**src/rtl/rw_txn_ctrl.sv**
```systemverilog
// rw_txn_ctrl: turns one page read/write request into the four-message
// token/data sequence for protocolFSM and reports a single done pulse.
module rw_txn_ctrl #(
    parameter logic [3:0] ADDR_ENDP   = 4'd4,
    parameter logic [3:0] DATA_ENDP   = 4'd8,
    parameter int         WDOG_CYCLES = 4096
) (
    input  logic        clk,
    input  logic        rst,
    input  logic        start_write,
    input  logic        start_read,
    input  logic [15:0] mem_page,
    input  logic [63:0] data_write,
    output logic [2:0]  msg_type,
    output logic [3:0]  endp,
    output logic [63:0] protocol_din,
    input  logic        protocol_free,
    input  logic        timeout,
    input  logic [63:0] protocol_dout,
    output logic [63:0] rw_data_read,
    output logic        rw_done,
    output logic        read_success,
    output logic        write_success,
    output logic        busy
);
    localparam logic [2:0] MSG_NONE     = 3'b000;
    localparam logic [2:0] MSG_IN_TOK   = 3'b001;
    localparam logic [2:0] MSG_OUT_TOK  = 3'b010;
    localparam logic [2:0] MSG_OUT_DATA = 3'b011;
    localparam logic [2:0] MSG_IN_DATA  = 3'b100;

    localparam int                WDOG_W    = $clog2(WDOG_CYCLES + 1);
    localparam logic [WDOG_W-1:0] WDOG_LAST = WDOG_W'(WDOG_CYCLES - 1);

    typedef enum logic [2:0] {IDLE, ISSUE, WAIT_BUSY, WAIT_FREE, DONE} state_t;

    state_t            state;
    logic [1:0]        step;
    logic              op_write;
    logic [15:0]       page_q;
    logic [63:0]       wdata_q;
    logic [WDOG_W-1:0] wdog;
    logic              wdog_expired;
    logic              fail;

    function automatic logic [2:0] step_msg(input logic is_write, input logic [1:0] s);
        case (s)
            2'd0:    step_msg = MSG_OUT_TOK;
            2'd1:    step_msg = MSG_OUT_DATA;
            2'd2:    step_msg = is_write ? MSG_OUT_TOK : MSG_IN_TOK;
            default: step_msg = is_write ? MSG_OUT_DATA : MSG_IN_DATA;
        endcase
    endfunction

    // Steps 0-1 move the page address, steps 2-3 move the data.
    function automatic logic [3:0] step_endp(input logic [1:0] s);
        step_endp = s[1] ? DATA_ENDP : ADDR_ENDP;
    endfunction

    function automatic logic [63:0] step_din(input logic [1:0] s, input logic [15:0] page,
                                             input logic [63:0] wdata);
        step_din = s[1] ? wdata : {48'b0, page};
    endfunction

    assign wdog_expired = (wdog == WDOG_LAST);

    // Protocol timeout beats a simultaneous protocol_free rise.
    always_comb begin
        fail = 1'b0;
        if (state == WAIT_BUSY || state == WAIT_FREE)
            fail = timeout || wdog_expired;
        else if (state == ISSUE)
            fail = wdog_expired && !protocol_free;
    end

    always_ff @(posedge clk) begin
        if (rst) begin
            state         <= IDLE;
            step          <= '0;
            wdog          <= '0;
            op_write      <= 1'b0;
            msg_type      <= MSG_NONE;
            endp          <= '0;
            protocol_din  <= '0;
            rw_data_read  <= '0;
            rw_done       <= 1'b0;
            read_success  <= 1'b0;
            write_success <= 1'b0;
            busy          <= 1'b0;
        end else begin
            msg_type      <= MSG_NONE;
            rw_done       <= 1'b0;
            read_success  <= 1'b0;
            write_success <= 1'b0;
            if (fail) begin
                rw_done <= 1'b1;
                state   <= DONE;
            end else begin
                case (state)
                    IDLE: begin
                        if (start_write || start_read) begin
                            op_write <= start_write;
                            page_q   <= mem_page;
                            wdata_q  <= data_write;
                            step     <= '0;
                            wdog     <= '0;
                            busy     <= 1'b1;
                            state    <= ISSUE;
                        end
                    end
                    ISSUE: begin
                        if (protocol_free) begin
                            msg_type     <= step_msg(op_write, step);
                            endp         <= step_endp(step);
                            protocol_din <= step_din(step, page_q, wdata_q);
                            wdog         <= '0;
                            state        <= WAIT_BUSY;
                        end else begin
                            wdog <= wdog + 1'b1;
                        end
                    end
                    WAIT_BUSY: begin
                        wdog <= wdog + 1'b1;
                        if (!protocol_free)
                            state <= WAIT_FREE;
                    end
                    WAIT_FREE: begin
                        if (protocol_free) begin
                            if (step == 2'd3) begin
                                if (!op_write)
                                    rw_data_read <= protocol_dout;
                                rw_done       <= 1'b1;
                                write_success <= op_write;
                                read_success  <= !op_write;
                                state         <= DONE;
                            end else begin
                                step  <= step + 1'b1;
                                wdog  <= '0;
                                state <= ISSUE;
                            end
                        end else begin
                            wdog <= wdog + 1'b1;
                        end
                    end
                    DONE: begin
                        busy  <= 1'b0;
                        state <= IDLE;
                    end
                    default: state <= IDLE;
                endcase
            end
        end
    end
endmodule

```
**config.mk**
```make
export PLATFORM = sky130hd
export DESIGN_NAME = rw_txn_ctrl
export DESIGN_NICKNAME = d
export VERILOG_FILES = /design/src/rtl/rw_txn_ctrl.sv
export SDC_FILE = /design/constraint.sdc
export NUM_CORES = 1
export LEC_CHECK = 0
export ABC_AREA = 1
export CAP_MARGIN = 20
export CORE_ASPECT_RATIO = 1.75
export CORE_UTILIZATION = 47
export CTS_BUF_LIST = sky130_fd_sc_hd__clkbuf_2
export DETAILED_ROUTE_END_ITERATION = 12
export PLACE_DENSITY = 0.88
export RECOVER_POWER = 25
export SLEW_MARGIN = 20
export SYNTH_ARGS = -nofsm -noshare
export SYNTH_HDL_FRONTEND = slang
export SYNTH_SLANG_ARGS = --single-unit
```
**constraint.sdc**
```tcl
create_clock -name clk -period 7.2 [get_ports clk]
set_input_delay 1.08 -clock clk [delete_from_list [all_inputs] [get_ports clk]]
set_output_delay 1.08 -clock clk [all_outputs]
set_load 0.005 [all_outputs]
```
==> results.sh <==
export IMPL_vias=7505
export IMPL_irDropWorstVdd_uv=158
export IMPL_drt_pass1_iter_count=5
export IMPL_cp_max_fo=91
export IMPL_htreeDepth=2
export IMPL_synth_seq_cells=236
export IMPL_fmax_mhz=256
export IMPL_stdcell_count=1474
export IMPL_synth_edff_count=80
export IMPL_placed_cells=1383
export IMPL_n_fill_cell=1418
export IMPL_synthSimpleGateAreaFrac=0.208
export IMPL_synth_warning_count=0
export IMPL_design_die_area_mm2=0.0192
export IMPL_p_leak_uw=0.00419
export IMPL_synth_top_family_by_area="simple AND/OR/NAND/NOR gates"
export IMPL_final_area_mm2=0.0121
export IMPL_cp_required_ps=7810
export IMPL_period_minus_slack_ps=3910
export IMPL_synth_xor_area_frac=0.00401
export IMPL_synth_compound_area_frac=0.0986
export IMPL_place_congestion=0.860
export IMPL_cp_end_kind="flip-flop"
export IMPL_fin_skew_ps=46.8
export IMPL_violations="capacitance limit, slew limit"
export IMPL_rows=65
export IMPL_clkTransAtPathRegs_ps=100
export IMPL_synth_main_ff_cell="dfxtp_1"
export IMPL_first_iter_violations=460
export IMPL_grt_total_usage=0.230
export IMPL_grt_pass1_wl_mm=35.1
export IMPL_placed_cell_area_mm2=0.0116
export IMPL_grt_pass1_vias=7473
export IMPL_cts_resized=0
export IMPL_yosysTopAreaCell="dfxtp_1"
export IMPL_status="finished with violations"
export IMPL_drt_wl_total_mm=22.3
export IMPL_rsz0062_at_grt="no"
export IMPL_synthTopCellsByCount="nand2_1 (286), dfxtp_1 (156), a21oi_1 (128)"
export IMPL_netlist_area_mm2=0.00874
export IMPL_tightest_slew_ps=2440
export IMPL_start_kind="input port"
export IMPL_power_density_mw_per_mm2=240
export IMPL_finalNetCount=1357
export IMPL_cts_sinks=236
export IMPL_synth_area_mux_share=0
export IMPL_async_flop_share=0
export IMPL_min_path_type="flip-flop to flip-flop"
export IMPL_cts_root_buf="clkbuf_2"
export IMPL_yosysUniqueCellTypes=33
export IMPL_clock_latency_ps=740
export IMPL_syn_to_final_growth_pct=38.3
export IMPL_grt_ovfl_total=0
export IMPL_drc=0
export IMPL_layout_drive_gt1_share=0.0791
export IMPL_setup_viol=0
export IMPL_detail_route_antenna_nets=0
export IMPL_period_share=0.543
export IMPL_cts_setup_buffers=0
export IMPL_numCtsBuffers=50
export IMPL_cp_arrival_ps=4530
export IMPL_power_uw=2900
export IMPL_fp_dieW_um=105
export IMPL_viasPerCell=5.09
export IMPL_synth_top_area_share=0.357
export IMPL_critPathKind="input port to flip-flop"
export IMPL_grt_max_degree=92
export IMPL_place_port_buffers=286
export IMPL_whs_ps=466
export IMPL_syn_area_per_cell_um2=9.53
export IMPL_coreArea_mm2=0.0181
export IMPL_start_util=0.482
export IMPL_hold_violations=0
export IMPL_synth_seq_area_share=0.632
export IMPL_cts_tree="yes"
export IMPL_syn_instance_count=917
export IMPL_routedWlPerCell_um=15.1
export IMPL_finalSetupTns_ps=0
export IMPL_synth_adder_area_share=0.00716
export IMPL_ctsHoldBuffers=0
export IMPL_synth_most_common_cell="nand2_1"
export IMPL_clk_path_buf_depth=3
export IMPL_slew_viol_final=56
export IMPL_boundaryPins=289
export IMPL_die_h_um=182
export IMPL_slew_headroom=-0.623
export IMPL_synth_area_leaders="dfxtp_1 (36%), edfxtp_1 (27%), nand2_1 (12%)"
export IMPL_antenna_found_initial=1
export IMPL_cap_viol_max_count=1
export IMPL_hpwl_mm=15.1
## per-layer routing
metal / up-vias / share of wire / track usage
met5: - / 0 / 0
met4: 0 / 0.046 / 0.128
met3: 59 / 0.068 / 0.0550
met2: 339 / 0.54 / 0.434
li1: 3671 / - / -
met1: 3436 / 0.35 / 0.227
## flip-flops by register name, summed over array words and instances (netlist names)
register,count
wdog,13
busy,1
msg_type,3
protocol_din,64
rw_data_read,64
read_success,1
op_write,1
page_q,16
endp,2
rw_done,1
wdata_q,64
step,2
write_success,1
state,3
## layout make-up
| class | instances | area, um^2 | area share |
|---|---|---|---|
| Antenna cell | 1 | 2.50 | 0.000207 |
| Multi-Input combinational cell | 598 | 2790 | 0.231 |
| Tap cell | 234 | 293 | 0.0242 |
| Sequential cell | 236 | 5530 | 0.457 |
| Inverter | 26 | 98.8 | 0.00818 |
| Clock buffer | 67 | 335 | 0.0277 |
| Clock inverter | 22 | 140 | 0.0116 |
| Timing Repair Buffer | 290 | 2900 | 0.240 |
## cell families after synthesis
family          Yosys count
compound gates          163
xor+xnor                  4
fa+ha+maj                 5
buf+inv                  84
flops                   236
other cells               1
simple gates            424
## critical path, stage by stage
cell and delay (ps):
clkbuf_1 1690, buf_4 950, inv_1 300, o21ai_0 280
nor2_1 90
## power by group
group | switching [uW] | leakage, uW | internal (uW)
clock network | 489 | 0.000347 | 327
logic | 311 | 0.00183 | 195
registers | 58.9 | 0.00201 | 1520
total | 859 | 0.00419 | 2040
## path summary, 6_finish.rpt
kind                          from                to  slack [ps]  depth (start not counted)
hold / removal    rw_data_read[52]  rw_data_read[52]         470                          2
setup reg to reg           step[1]  rw_data_read[44]        4230                          8
hold reg to reg   rw_data_read[52]  rw_data_read[52]         470                          2
setup / recovery               rst           wdog[1]        3290                          5
## cells in the final DEF (no fill, tap or decap), types with 2 or more instances in the layout
cell type / n
a31oi_1: 17
nor2_4: 4
nand2_4: 2
o21ai_0: 13
xor2_1: 3
inv_1: 22
edfxtp_1: 80
buf_4: 3
nand4_1: 10
clkinv_1: 16
clkbuf_2: 67
clkdlybuf4s50_1: 205
bufinv_16: 2
nand3_1: 87
dfxtp_1: 156
conb_1: 2
nor2_2: 4
inv_2: 3
ha_1: 5
nor3_1: 3
nor2_1: 23
nand2_1: 286
dlygate4sd3_1: 80
clkinv_2: 5
nand2_2: 2
a21oi_1: 128
## per-stage QoR
step                       util  worst slack [ps]
after detailed placement  0.639              3540
after global placement    0.639              3620
final                     0.666              3290
after floorplan               -              1850
after CTS                 0.665              4310
after global routing      0.666              3130
Power figures use the tool's default switching activity.
==> variant 1 (same flow settings) <==
Set the parameter `WDOG_CYCLES` to 1024 (it was 4096).
--- a/src/rtl/rw_txn_ctrl.sv
+++ b/src/rtl/rw_txn_ctrl.sv
@@ -3,7 +3,7 @@
 module rw_txn_ctrl #(
     parameter logic [3:0] ADDR_ENDP   = 4'd4,
     parameter logic [3:0] DATA_ENDP   = 4'd8,
-    parameter int         WDOG_CYCLES = 4096
+    parameter int         WDOG_CYCLES = 1024
 ) (
     input  logic        clk,
     input  logic        rst,
Function: same outputs for any inputs over 4 cycles, from zero or initial values and one cycle with rst high; that may be too few to reach the edited logic, so the function may still have changed.
==> variant 1 against the unedited design <==
- clock power rose by 4.0%
- worst setup slack worse by 0.82 ns
- power grew 0.28%
- cell area is 0.49% lower
- synthesized area is 0.77% lower
- register-to-register slack lost 1.3 ns
- cell count fell by 1.8%
- via count fell by 3.2%
- sequential cell count is 2 lower
- routed wire length down 2.7%
- the flow still finishes with violations (max-capacitance violations, max-slew violations)
- critical path depth did not move
- critical path type unchanged
- global-route usage shrank 0.45 points
==> variant 1: results (changes against the unedited design) <==
[cells_and_area]
fin_nets = 1325  ; -2.4%
drive_above_1_share_pct = 10.7  ; +2.7 points
buf_share_pct = 23.9  ; -0.049 points
inv_count = 24  ; -7.7%
final-clk-cell-share_pct = 4.19  ; +0.26 points
fin_cells = 1448  ; -1.8%
design.seq.count = 234  ; -0.85%
n_antenna_cell = 3  ; +2
syn2layout_area_growth_pct = 38.7
multi_input_area_um2 = 2770  ; -0.90%

[sta]
timing_worst_slew_pin_value_ns = 3.51  ; +1.08 ns
fin_ws_ns = 2.46  ; -0.825 ns
slew_viol_final = 114  ; +100%
skew_ns = 0.0469  ; +0.0000912 ns
hold_slack_ns = 0.464  ; -0.00200 ns

[hold_path]
hold_end = rw_data_read[55]
min-delay-start = rw_data_read[55]

[grt]
grt_util_all_layers_pct = 22.5  ; -0.45 points
grt_max_degree = 75  ; -18%
grt.met3_usage_pct = 5.56  ; +0.064 points
antenna_found_initial = 3  ; +2
met1_usage_pct = 22.8  ; +0.070 points
grt_pass1_wl_mm = 34.5  ; -1.9%

[logic_synthesis]
ys_top_cells_by_area = dfxtp_1, edfxtp_1, nand2_1, a21oi_1, nand3_1
ys_seq_area_share_pct = 63.2  ; about the same
ys_types = 38  ; +15%
synth_common_cells = nand2_1, dfxtp_1, a21oi_1
synthAdderAreaFrac_pct = 0.721  ; +0.0056 points
synth_xor_area_share_pct = 0.303  ; -0.098 points
synth_compound_area_share_pct = 10.3  ; +0.47 points

[run_status]
violations = max-capacitance violations, max-slew violations
status = finished with violations

[place]
place_ws_ns = 3.41  ; -0.127 ns
gp_congestion = 0.837  ; -2.6%
placed_cell_area_um2 = 11500  ; -0.56%

[die]
core_area_um2 = 18100  ; -0.45%

[worst_setup_path]
r2r-start = state[2]
rr_worst_depth = 6  ; -2
cp_max_fo = 74  ; -19%
r2r_end = wdata_q[38]
arrival_ns = 5.33  ; +0.80 ns
crit_path_end = state[1]

[power]
max-vdd-ir-drop_mv = 0.182  ; +15%
p_leak_uw = 0.00415  ; -0.87%

[run]
cap_violations = 2  ; +1

[drt]
first_iter_violations = 345  ; -25%

==> variant 1: cell count changes in the layout (fill, tap and decap cells not counted), sizes merged <==
cell | before | now
a31oi | 17 | 16
xnor2 | 1 | 0
diode | 1 | 3
clkbuf | 68 | 82
inv | 25 | 22
o21bai | 1 | 2
dfxtp | 156 | 154
a21oi | 128 | 127
buf | 4 | 3
nand2 | 290 | 272
or2 | 1 | 3
clkinv | 21 | 12
nand3 | 87 | 83
nor2 | 32 | 27
==> variant 1: power by group through the flow <==
stage          Combinational [uW]  Sequential [uW]  Clock, uW
5_1_grt                       549             1580        955
3_3_place_gp                  492             1590          0
2_1_floorplan                 286             1600          0
6_report                      492             1570        849
3_5_place_dp                  507             1600          0
4_1_cts                       508             1570        882
==> variant 1: worst max-delay path, stage by stage <==
cell	delay, ns
buf_4	0.56
clkbuf_1	2.53
inv_1	0.64
nand2_1	0.41
nor2_1	0.09
==> variant 2 (same flow settings) <==
Without the edit above. Register the input `data_write` before use, cleared by the reset. The logic sees it one clock later. The other inputs are not delayed to match.
--- a/src/rtl/rw_txn_ctrl.sv
+++ b/src/rtl/rw_txn_ctrl.sv
@@ -33,6 +33,16 @@
     localparam logic [WDOG_W-1:0] WDOG_LAST = WDOG_W'(WDOG_CYCLES - 1);
 
     typedef enum logic [2:0] {IDLE, ISSUE, WAIT_BUSY, WAIT_FREE, DONE} state_t;
+
+    logic [63:0] data_write_q;
+
+    always_ff @(posedge clk) begin
+        if (rst) begin
+            data_write_q <= '0;
+        end else begin
+            data_write_q <= data_write;
+        end
+    end
 
     state_t            state;
     logic [1:0]        step;
@@ -101,7 +111,7 @@
                         if (start_write || start_read) begin
                             op_write <= start_write;
                             page_q   <= mem_page;
-                            wdata_q  <= data_write;
+                            wdata_q  <= data_write_q;
                             step     <= '0;
                             wdog     <= '0;
                             busy     <= 1'b1;
Check against the original RTL: no difference found for any inputs over 4 cycles, from zero or initial values and one cycle with rst high; that may be too few to reach the edited logic, so the function may still have changed.
==> variant 2 against the unedited design <==
- the run still ends with max-capacitance violations, max-slew violations left
- first-iteration DRC count grew 9.3%
- power up 26%
- routed wire length increased by 20%
- hold slack got worse by 0.089 ns
- critical path type unchanged
- synthesized cell count up 23%
- global-route usage shrank 0.22 points
- sequential share of layout area is 2.6 points higher
- worst setup slack got worse by 0.57 ns
- sequential power grew 26%
- cell area rose by 17%
- synthesized area grew 22%
- sequential cell count up 64
==> variant 2: results (changes against the unedited design) <==
[worst_setup_path]
cp_max_fo = 105  ; +15%
arrival_ns = 4.96  ; +0.43 ns
critPathMaxStageDelay_ns = 3.13  ; +1.44 ns
critPathTopFamily = buffers and inverters

[grt]
grt_pass1_vias = 8887  ; +19%
antenna_found_initial = 1  ; unchanged
grt_max_degree = 106  ; +15%
grt_pass1_wl_mm = 41.5  ; +18%
grt_util_all_layers_pct = 22.8  ; -0.22 points

[run_status]
status = finished with violations
violations = max-capacitance violations, max-slew violations

[cells_and_area]
drive_above_1_share_pct = 8.63  ; +0.72 points
fin_nets = 1568  ; +16%
fin_cells = 1757  ; +19%
fillers = 1796  ; +27%

[logic_synthesis]
avgSynthCellArea_um2 = 9.40  ; -1.4%
synth_xor_area_share_pct = 0.247  ; -0.15 points
ys_types = 34  ; +3.0%
synth-edff-count = 80  ; unchanged
synth_compound_area_share_pct = 11.8  ; +1.9 points
synthAdderAreaFrac_pct = 0.589  ; -0.13 points
ys_top_cells_by_area = dfxtp_1, edfxtp_1, a21oi_1, nand2_1, nor2_1
ys_seq_area_share_pct = 64.1  ; +0.86 points
synth_common_cells = dfxtp_1, nand2_1, nor2_1

[sta]
slew_viol_final = 106  ; +89%
skew_ns = 0.0462  ; -0.000673 ns
relSlewSlack_pct = -198  ; -140 points

[cts]
root_buffer = clkbuf_2
clock_latency_ns = 0.82  ; +0.08 ns
clock_path_buffers = 3  ; unchanged
cts_buffers = 61  ; +22%
ctsResizeCount = 0  ; unchanged
clk_pin_slew_ns = 0.13  ; +0.03 ns

[power]
powerClk_uw = 968  ; +19%
p_leak_uw = 0.00541  ; +29%
seqPwrFrac_pct = 54.2  ; -0.3 points
p_int_uw = 2540  ; +24%
max-vdd-ir-drop_mv = 0.161  ; +1.4%
design_power_total_uw = 3670  ; +26%

[place]
placed_cell_area_um2 = 13500  ; +17%
place_ws_ns = 3.28  ; -0.256 ns
gp_congestion = 0.892  ; +3.7%
hpwl_mm = 18.4  ; +22%

[drt]
routed_via_density = 5.02  ; -1.4%
firstDrtPassIters = 5  ; unchanged
routed_wl_mm = 26.8  ; +20%
first_iter_violations = 503  ; +9.3%

[run]
cap_violations = 1  ; unchanged

-- variant 2: routing by layer --
layer	global-route usage, %	part of all wire, %	wire length, um	vias to the layer above
met4	13.0	3.9	1050	0
li1	-	-	-	4320
met5	0	0	0	-
met2	43.8	54	14600	365
met3	4.02	6.4	1720	58
met1	21.8	35	9440	4079
-- variant 2: path summary, 6_finish.rpt --
check	start	endpoint	slack [ns]	cells past startpoint
hold reg to reg	data_write_q[43]	wdata_q[43]	0.38	0
setup reg to reg	step[1]	rw_data_read[61]	3.84	10
hold / removal	data_write_q[43]	wdata_q[43]	0.38	0
setup / recovery	rst	data_write_q[38]	2.72	3
-- variant 2: area by class of cell --
class	count	area, um2	share of cell area, %
inverter	91	342	2.42
multi-input combinational	665	3100	22.0
tap	296	370	2.63
clock inverter	20	104	0.737
antenna	1	2.50	0.0178
clock buffer	90	450	3.20
timing repair buffer	294	2920	20.7
sequential	300	6810	48.3
